**config.mk**
```make
export PLATFORM = sky130hd
export DESIGN_NAME = neuron_mac_stream
export DESIGN_NICKNAME = d
export VERILOG_FILES = /design/src/rtl/neuron_pkg.sv /design/src/rtl/neuron_mac_stream_sat_add.sv /design/src/rtl/neuron_mac_stream.sv
export SDC_FILE = /design/constraint.sdc
export NUM_CORES = 1
export LEC_CHECK = 0
export ABC_AREA = 1
export CORE_AREA = 5 5 141 143
export CTS_CLUSTER_SIZE = 28
export DETAILED_ROUTE_END_ITERATION = 8
export DIE_AREA = 0 0 146 148
export GPL_TIMING_DRIVEN = 0
export HOLD_SLACK_MARGIN = 0.15
export PLACE_DENSITY = 0.76
export SETUP_SLACK_MARGIN = 0.4
export SYNTH_ARGS = -nofsm -noshare
export SYNTH_HDL_FRONTEND = slang
export SYNTH_HIERARCHICAL = 1
export SYNTH_SLANG_ARGS = --single-unit
```
**constraint.sdc**
```tcl
create_clock -name clk -period 4.14 [get_ports clk]
set_clock_uncertainty 0.15 [all_clocks]
set_input_delay 0.414 -clock clk [delete_from_list [all_inputs] [get_ports clk]]
set_output_delay 0.414 -clock clk [all_outputs]
set_load 0.03 [all_outputs]
```
**src/rtl/neuron_pkg.sv**
```systemverilog
// Shared widths, the stage-1 pipeline entry and the saturation helper for the
// neuron multiply-accumulate datapath.
package neuron_pkg;

  localparam int unsigned NEURON_DATA_W = 8;
  localparam int unsigned NEURON_ACC_W  = 20;
  localparam int unsigned NEURON_PROD_W = 2 * NEURON_DATA_W;
  localparam int unsigned NEURON_SUM_W  = NEURON_ACC_W + 1;

  // One multiplied element waiting for the accumulator.
  typedef struct packed {
    logic signed [NEURON_PROD_W-1:0] product;
    logic                            first;
    logic                            last;
  } s1_entry_t;

  // Clamp a one-bit-wider sum into the accumulator range; ovf flags a clamp.
  function automatic logic signed [NEURON_ACC_W-1:0] sat_clamp(
    input  logic signed [NEURON_SUM_W-1:0] sum,
    output logic                           ovf
  );
    logic signed [NEURON_ACC_W-1:0] res;
    // The extra top bit disagrees with the accumulator sign bit only on overflow.
    ovf = sum[NEURON_SUM_W-1] ^ sum[NEURON_SUM_W-2];
    if (!ovf) begin
      res = sum[NEURON_ACC_W-1:0];
    end else if (sum[NEURON_SUM_W-1]) begin
      res = {1'b1, {(NEURON_ACC_W-1){1'b0}}};
    end else begin
      res = {1'b0, {(NEURON_ACC_W-1){1'b1}}};
    end
    return res;
  endfunction

endpackage

```
**src/rtl/neuron_mac_stream_sat_add.sv**
```systemverilog
// Combinational saturating adder: o_sum_c = sat(i_a + sext(i_b)).
// Ports:
//   i_a      ACC_W signed accumulator operand
//   i_b      B_W   signed addend, sign-extended before the add
//   o_sum_c  ACC_W signed clamped sum
//   o_sat_c  1     the sum was clamped
module neuron_sat_add
  import neuron_pkg::*;
#(
  parameter int unsigned ACC_W = NEURON_ACC_W,
  parameter int unsigned B_W   = NEURON_PROD_W
) (
  input  logic signed [ACC_W-1:0] i_a,
  input  logic signed [B_W-1:0]   i_b,
  output logic signed [ACC_W-1:0] o_sum_c,
  output logic                    o_sat_c
);

  localparam int unsigned SUM_W = ACC_W + 1;

  // The clamp helper is sized by the package accumulator width.
  if (SUM_W != NEURON_SUM_W) begin : g_bad_acc_w
    $error("neuron_sat_add: ACC_W must equal neuron_pkg::NEURON_ACC_W");
  end
  if (B_W >= SUM_W) begin : g_bad_b_w
    $error("neuron_sat_add: B_W must be narrower than ACC_W+1");
  end

  logic signed [SUM_W-1:0] w_sum;

  assign w_sum = SUM_W'(i_a) + SUM_W'(i_b);

  // Clamp the wide sum back to the accumulator range.
  always_comb begin
    o_sat_c = 1'b0;
    o_sum_c = sat_clamp(w_sum, o_sat_c);
  end

endmodule

```
**src/rtl/neuron_mac_stream.sv**
```systemverilog
// Pipelined signed multiply-accumulate over framed (x, weight) vectors.
// Stage 1 registers the product; stage 2 accumulates onto a bias sampled with
// the first element, saturates, applies optional ReLU and loads the output
// register on the last element (or at MAX_LEN, flagging a length error).
// Ports:
//   clk, rst_n        clock, asynchronous active-low reset
//   i_clear           synchronous abort of pipeline and partial vector
//   i_bias, i_relu_en per-vector controls, sampled with the first element
//   i_in_valid/o_in_ready, i_in_x, i_in_w, i_in_last   element stream
//   o_out_valid/i_out_ready, o_out_data, o_out_count,
//   o_out_sat, o_out_len_err                           result stream
module neuron_mac_stream
  import neuron_pkg::*;
#(
  parameter  int unsigned DATA_W  = NEURON_DATA_W,
  parameter  int unsigned ACC_W   = NEURON_ACC_W,
  parameter  int unsigned MAX_LEN = 16,
  localparam int unsigned CNT_W   = $clog2(MAX_LEN + 1)
) (
  input  logic                     clk,
  input  logic                     rst_n,
  input  logic                     i_clear,
  input  logic signed [ACC_W-1:0]  i_bias,
  input  logic                     i_relu_en,
  input  logic                     i_in_valid,
  output logic                     o_in_ready,
  input  logic signed [DATA_W-1:0] i_in_x,
  input  logic signed [DATA_W-1:0] i_in_w,
  input  logic                     i_in_last,
  output logic                     o_out_valid,
  input  logic                     i_out_ready,
  output logic signed [ACC_W-1:0]  o_out_data,
  output logic [CNT_W-1:0]         o_out_count,
  output logic                     o_out_sat,
  output logic                     o_out_len_err
);

  localparam int unsigned PROD_W = 2 * DATA_W;

  if (ACC_W < 2 * DATA_W + 1) begin : g_bad_acc_range
    $error("neuron_mac_stream: ACC_W must be at least 2*DATA_W+1");
  end
  if (DATA_W != NEURON_DATA_W || ACC_W != NEURON_ACC_W) begin : g_bad_pkg_w
    $error("neuron_mac_stream: DATA_W/ACC_W must match neuron_pkg widths");
  end
  if (MAX_LEN < 1) begin : g_bad_max_len
    $error("neuron_mac_stream: MAX_LEN must be at least 1");
  end

  // Stage 1 registers.
  logic                    r_s1_valid;
  s1_entry_t               r_s1;
  logic signed [ACC_W-1:0] r_s1_bias;
  logic                    r_s1_relu;
  logic [CNT_W-1:0]        r_in_cnt;

  // Stage 2 (accumulator) registers.
  logic signed [ACC_W-1:0] r_acc;
  logic [CNT_W-1:0]        r_cnt;
  logic                    r_sat;
  logic                    r_relu;

  // Output registers.
  logic                    r_out_valid;
  logic signed [ACC_W-1:0] r_out_data;
  logic [CNT_W-1:0]        r_out_count;
  logic                    r_out_sat;
  logic                    r_out_len_err;

  logic                     w_accept;
  logic [CNT_W-1:0]         w_in_cnt_next;
  logic                     w_in_end;
  logic signed [PROD_W-1:0] w_product;
  s1_entry_t                w_s1_next;
  logic signed [ACC_W-1:0]  w_base;
  logic signed [ACC_W-1:0]  w_add_sum;
  logic                     w_add_sat;
  logic [CNT_W-1:0]         w_cnt_next;
  logic                     w_trunc;
  logic                     w_vec_end;
  logic                     w_relu_vec;
  logic                     w_sat_vec;
  logic                     w_s1_consume;
  logic signed [ACC_W-1:0]  w_result;

  // Input side: the element counter mirrors stage 2 so that the first flag of
  // the element following a MAX_LEN truncation is already correct in stage 1.
  assign w_accept      = i_in_valid && o_in_ready && !i_clear;
  assign w_in_cnt_next = r_in_cnt + CNT_W'(1);
  assign w_in_end      = i_in_last || (w_in_cnt_next == CNT_W'(MAX_LEN));
  assign w_product     = PROD_W'(i_in_x) * PROD_W'(i_in_w);

  always_comb begin
    w_s1_next         = '0;
    w_s1_next.product = w_product;
    w_s1_next.first   = (r_in_cnt == '0);
    w_s1_next.last    = i_in_last;
  end

  // Stage 2: accumulate onto the bias for a first element, else onto acc.
  assign w_base = r_s1.first ? r_s1_bias : r_acc;

  neuron_sat_add #(
    .ACC_W (ACC_W),
    .B_W   (PROD_W)
  ) u_sat_add (
    .i_a     (w_base),
    .i_b     (r_s1.product),
    .o_sum_c (w_add_sum),
    .o_sat_c (w_add_sat)
  );

  assign w_cnt_next   = r_s1.first ? CNT_W'(1) : (r_cnt + CNT_W'(1));
  assign w_trunc      = !r_s1.last && (w_cnt_next == CNT_W'(MAX_LEN));
  assign w_vec_end    = r_s1.last || w_trunc;
  assign w_relu_vec   = r_s1.first ? r_s1_relu : r_relu;
  assign w_sat_vec    = w_add_sat || (!r_s1.first && r_sat);
  assign w_result     = (w_relu_vec && w_add_sum[ACC_W-1]) ? '0 : w_add_sum;

  // A vector-ending entry waits while a previous result is still unaccepted.
  assign w_s1_consume = r_s1_valid && (!w_vec_end || !r_out_valid || i_out_ready);
  assign o_in_ready   = !r_s1_valid || w_s1_consume;

  // Stage 1 register and input element counter.
  always_ff @(posedge clk or negedge rst_n) begin
    if (!rst_n) begin
      r_s1_valid <= 1'b0;
      r_s1       <= '0;
      r_s1_bias  <= '0;
      r_s1_relu  <= 1'b0;
      r_in_cnt   <= '0;
    end else if (i_clear) begin
      r_s1_valid <= 1'b0;
      r_in_cnt   <= '0;
    end else if (w_accept) begin
      r_s1_valid <= 1'b1;
      r_s1       <= w_s1_next;
      r_s1_bias  <= i_bias;
      r_s1_relu  <= i_relu_en;
      r_in_cnt   <= w_in_end ? '0 : w_in_cnt_next;
    end else if (w_s1_consume) begin
      r_s1_valid <= 1'b0;
    end
  end

  // Stage 2 accumulator, element count and sticky flags.
  always_ff @(posedge clk or negedge rst_n) begin
    if (!rst_n) begin
      r_acc  <= '0;
      r_cnt  <= '0;
      r_sat  <= 1'b0;
      r_relu <= 1'b0;
    end else if (i_clear) begin
      r_acc  <= '0;
      r_cnt  <= '0;
      r_sat  <= 1'b0;
      r_relu <= 1'b0;
    end else if (w_s1_consume) begin
      r_acc <= w_add_sum;
      if (w_vec_end) begin
        r_cnt <= '0;
        r_sat <= 1'b0;
      end else begin
        r_cnt  <= w_cnt_next;
        r_sat  <= w_sat_vec;
        r_relu <= w_relu_vec;
      end
    end
  end

  // Output register: a new result may load in the same cycle as an accept.
  always_ff @(posedge clk or negedge rst_n) begin
    if (!rst_n) begin
      r_out_valid   <= 1'b0;
      r_out_data    <= '0;
      r_out_count   <= '0;
      r_out_sat     <= 1'b0;
      r_out_len_err <= 1'b0;
    end else if (i_clear) begin
      r_out_valid   <= 1'b0;
      r_out_data    <= '0;
      r_out_count   <= '0;
      r_out_sat     <= 1'b0;
      r_out_len_err <= 1'b0;
    end else if (w_s1_consume && w_vec_end) begin
      r_out_valid   <= 1'b1;
      r_out_data    <= w_result;
      r_out_count   <= w_cnt_next;
      r_out_sat     <= w_sat_vec;
      r_out_len_err <= w_trunc;
    end else if (i_out_ready) begin
      r_out_valid   <= 1'b0;
    end
  end

  assign o_out_valid   = r_out_valid;
  assign o_out_data    = r_out_data;
  assign o_out_count   = r_out_count;
  assign o_out_sat     = r_out_sat;
  assign o_out_len_err = r_out_len_err;

endmodule
```
* Word level (Yosys, flattened, before mapping)
Index checks and enable logic that the tools add are counted.
Storage, ports and cells: register bits 100, latch bits 0, RAM bits 0, ROM bits 0, bits of input ports 43, memories kept 0
Cells by class: add/sub/neg operators 3, multipliers 1, div/mod/pow operators 0, magnitude comparators 0, equal/unequal tests 3, shifts and indexed selects 0, mux-type cells 34, bitwise gates (word level) 2, reductions and logical operators 27
Operators by type and width (number):
- $mux W20 | 8
- $mux W5 | 9
- $add A20 B16 Y21 | 1
- $mux W1 | 17
- $mul A8 B8 Y16 | 1
- $add A5 B1 Y5 const B | 2
- $eq A5 B5 Y1 const B | 2
- $logic_and A1 B1 Y1 | 7
- $logic_not A1 Y1 | 6
- $logic_or A1 B1 Y1 | 6
- $reduce_bool A2 Y1 | 3
- $reduce_bool A3 Y1 | 2
- $logic_not A5 Y1 | 1
- $reduce_and A2 Y1 | 2
- $ne A2 B2 Y1 const B | 1
- $not A1 Y1 | 1
- $xor A1 B1 Y1 | 1

* Longest topological paths before layout
depth after elaboration 14, gate-level depth with buffers 23, gate-level depth less buffers 21

* Hierarchy
Netlist, hierarchy kept.
Modules (own cells, without submodules):
- neuron_mac_stream | instances 1, cells each 960, area each 7523.5 um2
- neuron_sat_add | instances 1, cells each 285, area each 1531.5 um2

* Least setup slack after synthesis
No wires, ideal clock.
path kind input to register, start point in i_in_w[3], end point reg r_s1[16] (netlist name), library setup time 0.123 ns, data arrival time 4.127 ns, required time 3.867 ns, slack -0.260 ns, stages 18, cells stage by stage clkbuf_1 nand2_1 inv_1 fa_1 inv_1 fa_1 inv_1 fa_1 inv_1 fa_1 inv_1 ha_1 nand2_1 nor2_1 nand3_1 nand3_1 xor2_1 o21ai_1
On the way: cells in the longest elaborated chain, start to end 1
RTL lines:
- from (decl) | line neuron_mac_stream.sv:28 | input logic signed [DATA_W-1:0] i_in_w,
- $mul A8 B8 Y16 | line neuron_mac_stream.sv:91 | assign w_product = PROD_W'(i_in_x) * PROD_W'(i_in_w);
- to (signal assigned) | line neuron_mac_stream.sv:137 | r_s1 <= w_s1_next;
- to (decl) | line neuron_mac_stream.sv:52 | s1_entry_t r_s1;
No other way between the ends. A chain may end at the register's enable or synchronous reset.

* Worst setup path after layout
start point in i_in_x[7], end point reg r_s1[17] (netlist name)
On the way: cells in the longest elaborated chain, start to end 1
RTL lines:
- from (decl) | line neuron_mac_stream.sv:27 | input logic signed [DATA_W-1:0] i_in_x,
- $mul A8 B8 Y16 | line neuron_mac_stream.sv:91
No other way between the ends.

==> run metrics <==
# nets final=1476; H-tree Lvls=3; via count=7963; IO Pins=just over 70; Final min period=3.83 ns; worst r2r dst=r_acc[8]; Die Area=21600 µm²; Compound-Gate Fraction of Synth Area=0.0927; root buf cell=clkbuf_16; netlist area before placement=9050 µm²; worst r2r src=r_s1[1]; Adder-Cell Fraction of Synth Area=0.196; sequential cell area=2500 µm²; Critical Path RT=between 4 and 5 ns; Slew @ Worst Pin=between 0.6 and 0.7 ns; area grow syn2layout=21.3%; R2R Setup Slk=slightly above 0.6 ns; Setup Slack @ Placement=-0.636 ns; clk_lat worst skew=approximately 0.35 ns; total placed cells including tap cells=1536; worst vdd ir=around 0.36 mV; Power per Cell Area=625 nW/µm²; Final Hold Fails=0; Post-synth top cells=336 x nand2_1, 257 x inv_1, 100 x dfrtp_1; Util after Layout=0.595; CP Launch Type=primary input; max-slew violations=0; CP endpoint=r_s1[17]; post-synth top area cell=dfrtp_1; post-DP HPWL=18700 µm; most common cell in the netlist=nand2_1; Placeable Area=18500 µm²; Mapped Nets=1396; Mapped Avg Cell Area=7.27 µm²; Clock transition at path regs=about 0.07 ns; total congestion overflow=0; hold_ws=approximately 0.27 ns; Rows=50; Layout Cells excl Fill=roughly 1600; main area contributors after synthesis=dfrtp_1 28%, nand2_1 14%, fa_1 12%, inv_1 11%, ha_1 7.2%; overall power=6.86 mW; status=complete, no violations; largest net degree at the start of global routing=73; Setup CP Type=primary input to register; ANT cells=0; drt via density=5.09; Yosys Warn Count=6; footprint of the multi-input gates=5710 µm²; initial antenna violation count=0; Post-Synth XOR/XNOR Area=0.0251; global-route wire length before repair=38000 µm; DRT Wirelength=roughly 23000 µm; Main synth FF type=dfrtp_1; gr usage total=0.214; synthesized instance count=1245; total negative slack=0 ns; Post-synth ARST share=1.00; routability cong.=slightly above 0.9; synthesized-area fraction occupied by and/or/nand/nor cells=0.266; Post-synth EDFFs=0; P_leak=5.87 nW; clock net sink count=100; DRT antenna net count=0; Synth cell types=39; DRC=0; post-synthesis register bit count=100; overall die width=146 µm; Post-Layout Inst Area=11000 µm²; path depth of the worst reg2reg path=20; crit-path max FO=8; main combinational cell family by area after synthesis=simple AND/OR/NAND/NOR gates; final worst slack=0.309 ns; start point of the critical path=i_in_x[7]; post-placement cell area=about 10000 µm²; period utilization=0.925; clock buffer depth=2; worst min path class=primary input to register; Synth top area share=0.276; crit end category=register; CTS Buf Count=9; TritonCTS clock tree=built; Iter 0 DRT Violations=556; starting density of the core=0.491; max_slew headroom=0.567; wire per inst=between 10 and 15 µm; IO buf count=56; arrival time at the worst endpoint=3.92 ns; Fmax achieved=0.261 GHz; vias in the first global route=7996; Max Cap Viol=0; share of cells above drive strength 1=0.184; post-synthesis sequential area ratio=0.276; post-synthesis mux area share=0; drt first pass iters=7; Fillers=1594; Final Setup Violations=0; unrepaired setup endpoints after global routing=true; die span in y=148 µm
state kept, by name, indices dropped and copies added, names as in the netlist:
signal / cells
r_acc: 20
o_out_count: 5
o_out_sat: 1
r_s1_valid: 1
r_s1_relu: 1
r_s1_bias: 20
o_out_data: 20
r_in_cnt: 5
o_out_len_err: 1
r_relu: 1
r_cnt: 5
r_sat: 1
o_out_valid: 1
r_s1: 18
placed cells by master, fill, tap and decap left out, types with 10 or more instances in the layout:
master,instances
buf_4,18
xor2_1,16
a21oi_1,23
dfrtp_1,100
inv_1,228
nand4_1,26
o21ai_0,43
ha_4,10
nand3_1,70
ha_1,42
nand3_2,13
clkdlybuf4s50_1,54
o21ai_1,40
nand2_2,39
o21ai_2,18
nand2_4,18
nor2_1,50
buf_6,13
clkbuf_16,13
fa_1,52
nand2_1,304
inv_2,31
power by group:
part | switching [mW] | internal, mW
clock network | 0.389 | 0.473
registers | 0.104 | 1.16
logic | 2.86 | 1.87
worst max-delay path, cell delays in order:
cell	delay [ns]
clkbuf_16	0.14
nand2_4	0.06
inv_4	0.05
fa_2	0.63
inv_4	0.06
fa_1	0.50
inv_1	0.05
fa_1	0.47
inv_1	0.05
fa_1	0.51
inv_2	0.04
ha_4	0.23
nand2_4	0.08
inv_1	0.05
a21boi_2	0.17
nand2_1	0.10
nor2_2	0.10
nand3_1	0.07
nand2_1	0.07
o21ai_1	0.05
cell type report:
class	instances	area share
clock inverters	6	0.00649
plain buffers	50	0.0451
repair buffers	69	0.0619
clock buffers	9	0.0205
flip-flops and latches	100	0.228
multi-input cells	830	0.520
inverters	265	0.0919
well taps	234	0.0267
cell families after synthesis:
logic type / count (synthesis)
and+or+nand+nor: 550
xor gates and xnor gates: 26
DFF: 100
AOI/OAI and AO/OA: 146
adders and majority gates: 108
buffers and inverters: 315
routing by layer:
layer / GRT usage / part of all wire
met1: 0.270 / 0.43
met2: 0.378 / 0.50
met3: 0.0239 / 0.042
met4: 0.0833 / 0.030
met5: 0 / 0
worst min path at each step:
stage                          from              to  cells past startpoint
after floorplan               rst_n  o_out_count[0]                      0
after global placement     r_s1[12]        r_s1[12]                      2
after detailed placement      rst_n   o_out_data[2]                      1
after CTS                 i_in_x[0]         r_s1[2]                      3
after global routing      i_in_w[0]         r_s1[2]                      3
final                     i_in_w[0]         r_s1[2]                      3
timing repair:
| item | CTS | global route |
|---|---|---|
| setup buffers | 4 | 7 |
| gates resized for setup | 28 | 88 |
| hold endpoints to repair | 28 | 0 |
| setup endpoints to repair | 9 | 35 |
| hold buffers | 1 | 0 |
| pin swaps | 17 | 51 |
Note: power is estimated with default switching activity, not from simulation.
